<file path="src/rtl/y86_pkg.sv">
// Shared Y86-64 encoding constants and small decode helpers for the fetch stage.
package y86_pkg;

  localparam logic [3:0] I_HALT   = 4'h0;
  localparam logic [3:0] I_NOP    = 4'h1;
  localparam logic [3:0] I_RRMOVQ = 4'h2;
  localparam logic [3:0] I_IRMOVQ = 4'h3;
  localparam logic [3:0] I_RMMOVQ = 4'h4;
  localparam logic [3:0] I_MRMOVQ = 4'h5;
  localparam logic [3:0] I_OPQ    = 4'h6;
  localparam logic [3:0] I_JXX    = 4'h7;
  localparam logic [3:0] I_CALL   = 4'h8;
  localparam logic [3:0] I_RET    = 4'h9;
  localparam logic [3:0] I_PUSHQ  = 4'hA;
  localparam logic [3:0] I_POPQ   = 4'hB;

  localparam logic [3:0] IFUN_NONE = 4'h0;
  localparam logic [3:0] RNONE     = 4'hF;

  localparam logic [2:0] STAT_AOK = 3'd1;
  localparam logic [2:0] STAT_HLT = 3'd2;
  localparam logic [2:0] STAT_ADR = 3'd3;
  localparam logic [2:0] STAT_INS = 3'd4;

  // Instruction length in bytes; undefined opcodes occupy a single byte.
  function automatic logic [3:0] instr_len(input logic [3:0] icode);
    case (icode)
      I_HALT, I_NOP, I_RET:                  instr_len = 4'd1;
      I_RRMOVQ, I_OPQ, I_PUSHQ, I_POPQ:      instr_len = 4'd2;
      I_JXX, I_CALL:                         instr_len = 4'd9;
      I_IRMOVQ, I_RMMOVQ, I_MRMOVQ:          instr_len = 4'd10;
      default:                               instr_len = 4'd1;
    endcase
  endfunction

  // Opcodes followed by a register-specifier byte.
  function automatic logic has_regs(input logic [3:0] icode);
    case (icode)
      I_RRMOVQ, I_IRMOVQ, I_RMMOVQ, I_MRMOVQ,
      I_OPQ, I_PUSHQ, I_POPQ:                has_regs = 1'b1;
      default:                               has_regs = 1'b0;
    endcase
  endfunction

  // Opcodes whose constant starts right after the opcode byte.
  function automatic logic valc_at1(input logic [3:0] icode);
    valc_at1 = (icode == I_JXX) || (icode == I_CALL);
  endfunction

  // Opcodes whose constant follows the register byte.
  function automatic logic valc_at2(input logic [3:0] icode);
    valc_at2 = (icode == I_IRMOVQ) || (icode == I_RMMOVQ) || (icode == I_MRMOVQ);
  endfunction

endpackage

</file>
<file path="src/rtl/fetch_byte_queue.sv">
// Circular byte queue between the imem beat port and the instruction splitter.
// Accepts a beat with a leading-byte skip, pops whole instructions, and
// exposes a 10-byte window starting at the head.
module fetch_byte_queue #(
  parameter int BUF_BYTES   = 16,
  parameter int FETCH_BYTES = 8,
  localparam int PW = $clog2(BUF_BYTES),
  localparam int CW = PW + 1,
  localparam int SW = $clog2(FETCH_BYTES)
) (
  input  logic                     clk,
  input  logic                     rst_n,
  input  logic                     clear_i,
  input  logic                     push_i,
  input  logic [8*FETCH_BYTES-1:0] push_data_i,
  input  logic [SW-1:0]            push_skip_i,
  input  logic                     pop_i,
  input  logic [3:0]               pop_n_i,
  output logic [79:0]              head_o,
  output logic [CW-1:0]            count_o
);

  logic [7:0]    mem_q [BUF_BYTES];
  logic [PW-1:0] rd_ptr_q, wr_ptr_q;
  logic [CW-1:0] count_q;
  logic [CW-1:0] push_n, pop_n;

  // Number of bytes entering and leaving this cycle.
  always_comb begin
    push_n = push_i ? (CW'(FETCH_BYTES) - CW'(push_skip_i)) : '0;
    pop_n  = pop_i  ? CW'(pop_n_i) : '0;
  end

  // Byte storage: kept bytes of the beat are packed from the write pointer.
  always_ff @(posedge clk) begin
    if (push_i && !clear_i) begin
      for (int i = 0; i < FETCH_BYTES; i++) begin
        if (SW'(i) >= push_skip_i)
          mem_q[wr_ptr_q + PW'(i) - PW'(push_skip_i)] <= push_data_i[8*i +: 8];
      end
    end
  end

  // Pointers and occupancy; clear wins over a simultaneous push/pop.
  always_ff @(posedge clk or negedge rst_n) begin
    if (!rst_n) begin
      rd_ptr_q <= '0;
      wr_ptr_q <= '0;
      count_q  <= '0;
    end else if (clear_i) begin
      rd_ptr_q <= '0;
      wr_ptr_q <= '0;
      count_q  <= '0;
    end else begin
      rd_ptr_q <= rd_ptr_q + PW'(pop_n);
      wr_ptr_q <= wr_ptr_q + PW'(push_n);
      count_q  <= count_q + push_n - pop_n;
    end
  end

  // Head window; bytes beyond count_o are stale and must be qualified by count.
  always_comb begin
    head_o = '0;
    for (int i = 0; i < 10; i++)
      head_o[8*i +: 8] = mem_q[rd_ptr_q + PW'(i)];
  end

  assign count_o = count_q;

endmodule

</file>
<file path="src/rtl/fetch_prefetch_stage.sv">
// Y86-64 fetch stage: prefetches imem beats into a byte queue, splits the head
// instruction into fields, predicts the next PC and hands one instruction per
// cycle to decode. Redirects flush everything; HLT/INS/ADR stop fetching.
module fetch_prefetch_stage
  import y86_pkg::*;
#(
  parameter int                WORD_W      = 64,
  parameter int                FETCH_BYTES = 8,
  parameter int                BUF_BYTES   = 16,
  parameter logic [WORD_W-1:0] RESET_PC    = '0
) (
  input  logic                     clk,
  input  logic                     rst,
  output logic                     imem_req_valid,
  output logic [WORD_W-1:0]        imem_req_addr,
  input  logic                     imem_req_ready,
  input  logic                     imem_rsp_valid,
  input  logic [8*FETCH_BYTES-1:0] imem_rsp_data,
  input  logic                     imem_rsp_err,
  input  logic                     redir_valid,
  input  logic [WORD_W-1:0]        redir_pc,
  input  logic                     d_ready,
  output logic                     d_valid,
  output logic [2:0]               d_stat,
  output logic [3:0]               d_icode,
  output logic [3:0]               d_ifun,
  output logic [3:0]               d_rA,
  output logic [3:0]               d_rB,
  output logic [WORD_W-1:0]        d_valC,
  output logic [WORD_W-1:0]        d_pc,
  output logic [WORD_W-1:0]        d_valP,
  output logic [WORD_W-1:0]        pred_pc
);

  localparam int SW = $clog2(FETCH_BYTES);
  localparam int CW = $clog2(BUF_BYTES) + 1;
  localparam logic [WORD_W-1:0] BEAT_MASK  = ~WORD_W'(FETCH_BYTES - 1);
  localparam logic [WORD_W-1:0] RESET_BEAT = RESET_PC & BEAT_MASK;
  localparam logic [SW-1:0]     RESET_SKIP = RESET_PC[SW-1:0];

  localparam logic [0:0] REQ_IDLE   = 1'b0;
  localparam logic [0:0] REQ_WAIT   = 1'b1;
  localparam logic [0:0] ST_RUN     = 1'b0;
  localparam logic [0:0] ST_HALTED  = 1'b1;

  logic [0:0]        req_state_q, req_state_d;
  logic [0:0]        run_state_q, run_state_d;
  logic              drop_q, drop_d;
  logic              err_q, err_d;
  logic [SW-1:0]     skip_q, skip_d;
  logic [WORD_W-1:0] req_addr_q, req_addr_d;
  logic [WORD_W-1:0] pc_q, pc_d;

  logic [79:0]       head;
  logic [CW-1:0]     count;
  logic              q_push, q_pop;

  logic [3:0]        icode, ifun, len, rA, rB;
  logic              have, adr, emit_v, fire, req_fire, rsp_take;
  logic [2:0]        stat;
  logic [WORD_W-1:0] valC, valP, pred;

  fetch_byte_queue #(
    .BUF_BYTES  (BUF_BYTES),
    .FETCH_BYTES(FETCH_BYTES)
  ) u_queue (
    .clk        (clk),
    .rst_n      (rst),
    .clear_i    (redir_valid),
    .push_i     (q_push),
    .push_data_i(imem_rsp_data),
    .push_skip_i(skip_q),
    .pop_i      (q_pop),
    .pop_n_i    (len),
    .head_o     (head),
    .count_o    (count)
  );

  // Split the head instruction and decide whether it can be emitted.
  always_comb begin
    icode  = head[7:4];
    ifun   = head[3:0];
    len    = instr_len(icode);
    have   = count >= CW'(len);
    adr    = err_q && !have;
    emit_v = (run_state_q == ST_RUN) && (have || err_q);
    rA     = RNONE;
    rB     = RNONE;
    valC   = '0;
    if (adr) begin
      stat = STAT_ADR;
      if (count == '0) begin
        icode = I_HALT;
        ifun  = IFUN_NONE;
      end
    end else if (icode > I_POPQ) begin
      stat = STAT_INS;
    end else if (icode == I_HALT) begin
      stat = STAT_HLT;
    end else begin
      stat = STAT_AOK;
    end
    if (!adr && has_regs(icode)) begin
      rA = (icode == I_IRMOVQ) ? RNONE : head[15:12];
      rB = head[11:8];
    end
    if (!adr && valc_at1(icode))
      valC = WORD_W'(head[71:8]);
    else if (!adr && valc_at2(icode))
      valC = WORD_W'(head[79:16]);
    valP = adr ? pc_q : (pc_q + WORD_W'(len));
    pred = (!adr && valc_at1(icode)) ? valC : valP;
  end

  // Decode-side outputs read as all-zero whenever nothing is offered.
  always_comb begin
    d_valid = emit_v;
    d_stat  = '0;
    d_icode = '0;
    d_ifun  = '0;
    d_rA    = '0;
    d_rB    = '0;
    d_valC  = '0;
    d_pc    = '0;
    d_valP  = '0;
    pred_pc = '0;
    if (emit_v) begin
      d_stat  = stat;
      d_icode = icode;
      d_ifun  = ifun;
      d_rA    = rA;
      d_rB    = rB;
      d_valC  = valC;
      d_pc    = pc_q;
      d_valP  = valP;
      pred_pc = pred;
    end
  end

  // Handshakes: request only from IDLE with room for a whole beat.
  always_comb begin
    imem_req_valid = (req_state_q == REQ_IDLE) && (run_state_q == ST_RUN) && !err_q &&
                     ((CW'(BUF_BYTES) - count) >= CW'(FETCH_BYTES));
    imem_req_addr  = req_addr_q;
    req_fire       = imem_req_valid && imem_req_ready;
    rsp_take       = (req_state_q == REQ_WAIT) && imem_rsp_valid;
    fire           = emit_v && d_ready && !redir_valid;
    q_push         = rsp_take && !drop_q && !redir_valid && !imem_rsp_err;
    q_pop          = fire && (stat != STAT_ADR);
  end

  // Next-state for request FSM, flags and PC; redirect overrides everything.
  always_comb begin
    req_state_d = req_state_q;
    run_state_d = run_state_q;
    drop_d      = drop_q;
    err_d       = err_q;
    skip_d      = skip_q;
    req_addr_d  = req_addr_q;
    pc_d        = pc_q;

    if (req_state_q == REQ_IDLE) begin
      if (req_fire) begin
        req_state_d = REQ_WAIT;
        req_addr_d  = req_addr_q + WORD_W'(FETCH_BYTES);
      end
    end else if (imem_rsp_valid) begin
      req_state_d = REQ_IDLE;
      drop_d      = 1'b0;
    end

    if (rsp_take && !drop_q && imem_rsp_err)
      err_d = 1'b1;
    if (q_push)
      skip_d = '0;
    if (fire) begin
      pc_d = valP;
      if (stat != STAT_AOK)
        run_state_d = ST_HALTED;
    end

    if (redir_valid) begin
      pc_d        = redir_pc;
      req_addr_d  = redir_pc & BEAT_MASK;
      skip_d      = redir_pc[SW-1:0];
      err_d       = 1'b0;
      run_state_d = ST_RUN;
      // A beat still owed by imem belongs to the old stream and must be discarded.
      if (req_fire || ((req_state_q == REQ_WAIT) && !imem_rsp_valid)) begin
        req_state_d = REQ_WAIT;
        drop_d      = 1'b1;
      end else begin
        req_state_d = REQ_IDLE;
        drop_d      = 1'b0;
      end
    end
  end

  // State registers.
  always_ff @(posedge clk or negedge rst) begin
    if (!rst) begin
      req_state_q <= REQ_IDLE;
      run_state_q <= ST_RUN;
      drop_q      <= 1'b0;
      err_q       <= 1'b0;
      skip_q      <= RESET_SKIP;
      req_addr_q  <= RESET_BEAT;
      pc_q        <= RESET_PC;
    end else begin
      req_state_q <= req_state_d;
      run_state_q <= run_state_d;
      drop_q      <= drop_d;
      err_q       <= err_d;
      skip_q      <= skip_d;
      req_addr_q  <= req_addr_d;
      pc_q        <= pc_d;
    end
  end

endmodule

</file>
<file path="config.mk">
export PLATFORM = sky130hd
export DESIGN_NAME = fetch_prefetch_stage
export DESIGN_NICKNAME = d
export VERILOG_FILES = /design/src/rtl/y86_pkg.sv /design/src/rtl/fetch_byte_queue.sv /design/src/rtl/fetch_prefetch_stage.sv
export SDC_FILE = /design/constraint.sdc
export NUM_CORES = 2
export LEC_CHECK = 0
export BUFFER_PORTS_ARGS = -buffer_cell sky130_fd_sc_hd__buf_2
export CAP_MARGIN = 20
export CELL_PAD_IN_SITES_DETAIL_PLACEMENT = 0
export CELL_PAD_IN_SITES_GLOBAL_PLACEMENT = 1
export CORE_MARGIN = 10
export CORE_UTILIZATION = 45
export DETAILED_ROUTE_END_ITERATION = 16
export PLACE_DENSITY = 0.79
export SLEW_MARGIN = 20
export SYNTH_ARGS = -nofsm -noshare
export SYNTH_HDL_FRONTEND = slang
export SYNTH_SLANG_ARGS = --single-unit
</file>
<file path="constraint.sdc">
create_clock -name clk -period 7.1 [get_ports clk]
set_clock_uncertainty 0.2 [all_clocks]
set_input_delay 0.71 -clock clk [delete_from_list [all_inputs] [get_ports clk]]
set_output_delay 0.71 -clock clk [all_outputs]
set_load 0.02 [all_outputs]
</file>
==> flow_summary.ini <==
[logic_synthesis]
synth_edf_count = 128
avgSynthCellArea_um2 = 8.569
synth_area_leaders = mux4_2 13%, edfxtp_1 12%, dfrtp_1 12%, mux2i_1 5.3%, nor2_1 4.2%
syn_inst = 3624
synth_top_area_cell = mux4_2
ys_seq_area_share_pct = 24.06
ys_ff_latch = 273
synth.cell_area_um2 = 31050
async_reset_ff_share_pct = 53.11
synth.distinct_cells = 83
yosys.area.top_type_share_pct = 13.35
synth_warnings = 0
synth_ff_type = dfrtp_1

[routing]
wl_um = 172100
drt-vias-per-instance = 7.282
dr_total_vias = 34560
drtIter0Drc = 6300
wl_per_cell_um = 36.27
drcViolationCount = 0
detail-route-antenna-nets = 0
drt_pass1_iterations = 9

[power_and_ir_drop]
peakVddDrop_mv = 0.5839
p_per_area_nw_per_um2 = 478.7
power_leakage_nw = 13.96

[setup_path]
endpoint_kind = output pin
rr_worst_depth = 11
cp_max_fo = 26
crit_start = u_queue.rd_ptr_q[1]$_DFF_PN0_
worstPathRequired_ns = 6.19
cp.arrival_ns = 5.86
rr_startpoint = skip_q[2]$_DFFE_PN0P_
rrSetupSlack_ns = 1.36
start_kind = register
endpoint = pred_pc[13]
reg2reg_to = u_queue.mem_q[5][2]$_DFFE_PP_
path_class = register to output pin

[sta]
fin_crit_ns = 6.772
setup_tns_ns = 0
setup_viol_count_final = 0
max_slew_margin_pct = 19.12
worst_pin_slew_ns = 1.179
slew_viol_final = 0
rsz0062_at_grt = no
hold_viol_final = 26
max_clock_freq_mhz = 147.7
timing.hold.ws_ns = -0.02064
fin_crit_sh_pct = 95.38

[grt]
overflow = 0
grt_first_pass_wirelength_um = 238200
antenna_found_initial = 5
first_global_vias = 30880
grt_usage_pct = 41.10
grt_max_degree = 135

[placed_design]
portBuffers = 472
gp_congestion = 1.085
post-dp-hpwl_um = 134000

[run_status]
status = finished, violations left
violations = negative hold slack

[clocking]
cts_root_buffer = clkbuf_16
numCtsBuffers = 31
cts_buffer_depth = 3
insertion_delay_ns = 0.62
cts_tree = built
cts.sink_count = 273
cts.htree.levels = 1
ctsResizeCount = 0
clkTransAtPathRegs_ns = 0.07

[finish]
final_layout_size_suffix_gt1_share_pct = 23.56
nFillCells = 6672
syn_to_final_growth_pct = 12.30
final_nets = 4022

[die]
core_um2 = 68470
top_level_ports = 476
fp.dieH_um = 282.7
rows = 96
die_x_um = 282.7
initial_utilization_pct = 45.35
die-area_um2 = 79910

[worst_hold_path]
min_path_type = input pin to asynchronous set/reset pin

[flow_run]
drv_cap = 0
cell usage in the layout (no fill, tap or decap), types with 37 or more instances in the layout:
master    count
o221ai_1     42
ha_1         37
nand2_1     316
buf_2       471
edfxtp_1    128
a21oi_1     173
mux2_2       79
buf_4        65
nand3_1     125
nor3_1       94
xor2_1       73
mux2i_1     164
and3_1      103
a211oi_1    148
nor4_1       60
inv_1        64
o21ai_0     173
xnor2_1     118
a22oi_1      62
mux4_2      184
and2_1       44
dfrtp_1     143
nor2_1      345
o22ai_1      98
power breakdown:
part	switching, mW	internal, mW	total (mW)
registers	0.267	1.81	2.08
clock network	0.695	1.02	1.71
logic	8.97	3.93	12.9
total	9.93	6.76	16.7
timing repair:
| action | 4_1_cts | 5_1_grt |
|---|---|---|
| setup buffers | 0 | 1 |
| hold buffers | 0 | 0 |
| endpoints found under the setup margin | 0 | 9 |
worst min-delay path by stage:
stage	from	end	slack, ns	depth (start not counted)
after floorplan	rst	drop_q$_DFFE_PN0P_	0.21	0
after global placement	drop_q$_DFFE_PN0P_	drop_q$_DFFE_PN0P_	0.35	2
after detailed placement	drop_q$_DFFE_PN0P_	drop_q$_DFFE_PN0P_	0.35	2
after CTS	rst	imem_req_addr[8]$_DFFE_PN0P_	0.02	1
after global routing	rst	imem_req_addr[20]$_DFFE_PN0P_	0.05	1
final	rst	imem_req_addr[15]$_DFFE_PN0P_	-0.02	1
routing by layer:
layer / track usage (%) / share of wire [%] / wire (µm)
met5: 0 / 0.016 / 28
met4: 22.04 / 7.2 / 12330
met3: 9.881 / 14 / 23290
met2: 61.85 / 42 / 72730
met1: 54.04 / 37 / 63720
metrics by stage:
| step | setup WS (ns) | instance area, µm² | util [%] | power, mW | instances |
|---|---|---|---|---|---|
| after floorplan | 1.626 | 31060 | - | 9.487 | 3626 |
| after global placement | 1.003 | 33750 | 49.29 | 14.59 | 4682 |
| after detailed placement | 0.9404 | 33750 | 49.29 | 14.61 | 4682 |
| after CTS | 0.2644 | 34830 | 50.87 | 16.34 | 4740 |
| after global routing | 0.1291 | 34860 | 50.92 | 17.11 | 4742 |
| final | 0.3280 | 34870 | 50.93 | 16.69 | 4745 |
kinds of logic after synthesis:
family,synth area share (%)
flip-flops,24.06
adder cells (fa/ha/maj),2.498
other,0.01208
AND/OR/NAND/NOR,19.79
buffers and inverters,5.411
multiplexers,21.50
XOR/XNOR,5.959
AO/OA/AOI/OAI,20.77
synth_stat cells (all sizes together), types with 79 or more instances:
cell type,n
nor2,348
nand2,317
clkbuf,276
mux4,184
o21ai,177
a21oi,173
mux2i,164
a211oi,148
dfrtp,145
edfxtp,128
nand3,126
xnor2,120
and3,103
o22ai,98
nor3,97
buf,90
mux2,79
flip-flops by register name (all words and copies together) (netlist names):
| register | count |
|---|---|
| err_q | 1 |
| u_queue.mem_q | 128 |
| u_queue.wr_ptr_q | 4 |
| u_queue.rd_ptr_q | 4 |
| pc_q | 64 |
| run_state_q | 1 |
| drop_q | 1 |
| skip_q | 3 |
| imem_req_addr | 61 |
| req_state_q | 1 |
| u_queue.count_o | 5 |
layout make-up:
cell class | instances | area (µm²) | share of cell area [%]
diodes | 4 | 10.01 | 0.02870
clock buffers | 34 | 787.0 | 2.257
clock inverters | 24 | 294.0 | 0.8432
inverters | 69 | 261.5 | 0.7499
multi-input cells | 2918 | 22000 | 63.09
flip-flops and latches | 273 | 7480 | 21.45
well taps | 882 | 1104 | 3.165
repair buffers | 541 | 2937 | 8.421
worst max-delay path, stage by stage, from the launching register on:
cell and delay [ns]:
dfrtp_4 0.72, mux4_2 0.56, mux2i_1 0.36, mux2_2 0.36, nand2_1 0.11, o21ai_1 0.34
inv_1 0.10, ha_1 0.29, a21o_1 0.17, a31o_2 0.32, nand4_1 0.44, nor2_1 0.11
xnor2_1 0.72, a21oi_1 0.34, buf_2 0.25
No activity file was read; power rests on OpenSTA's default activity.
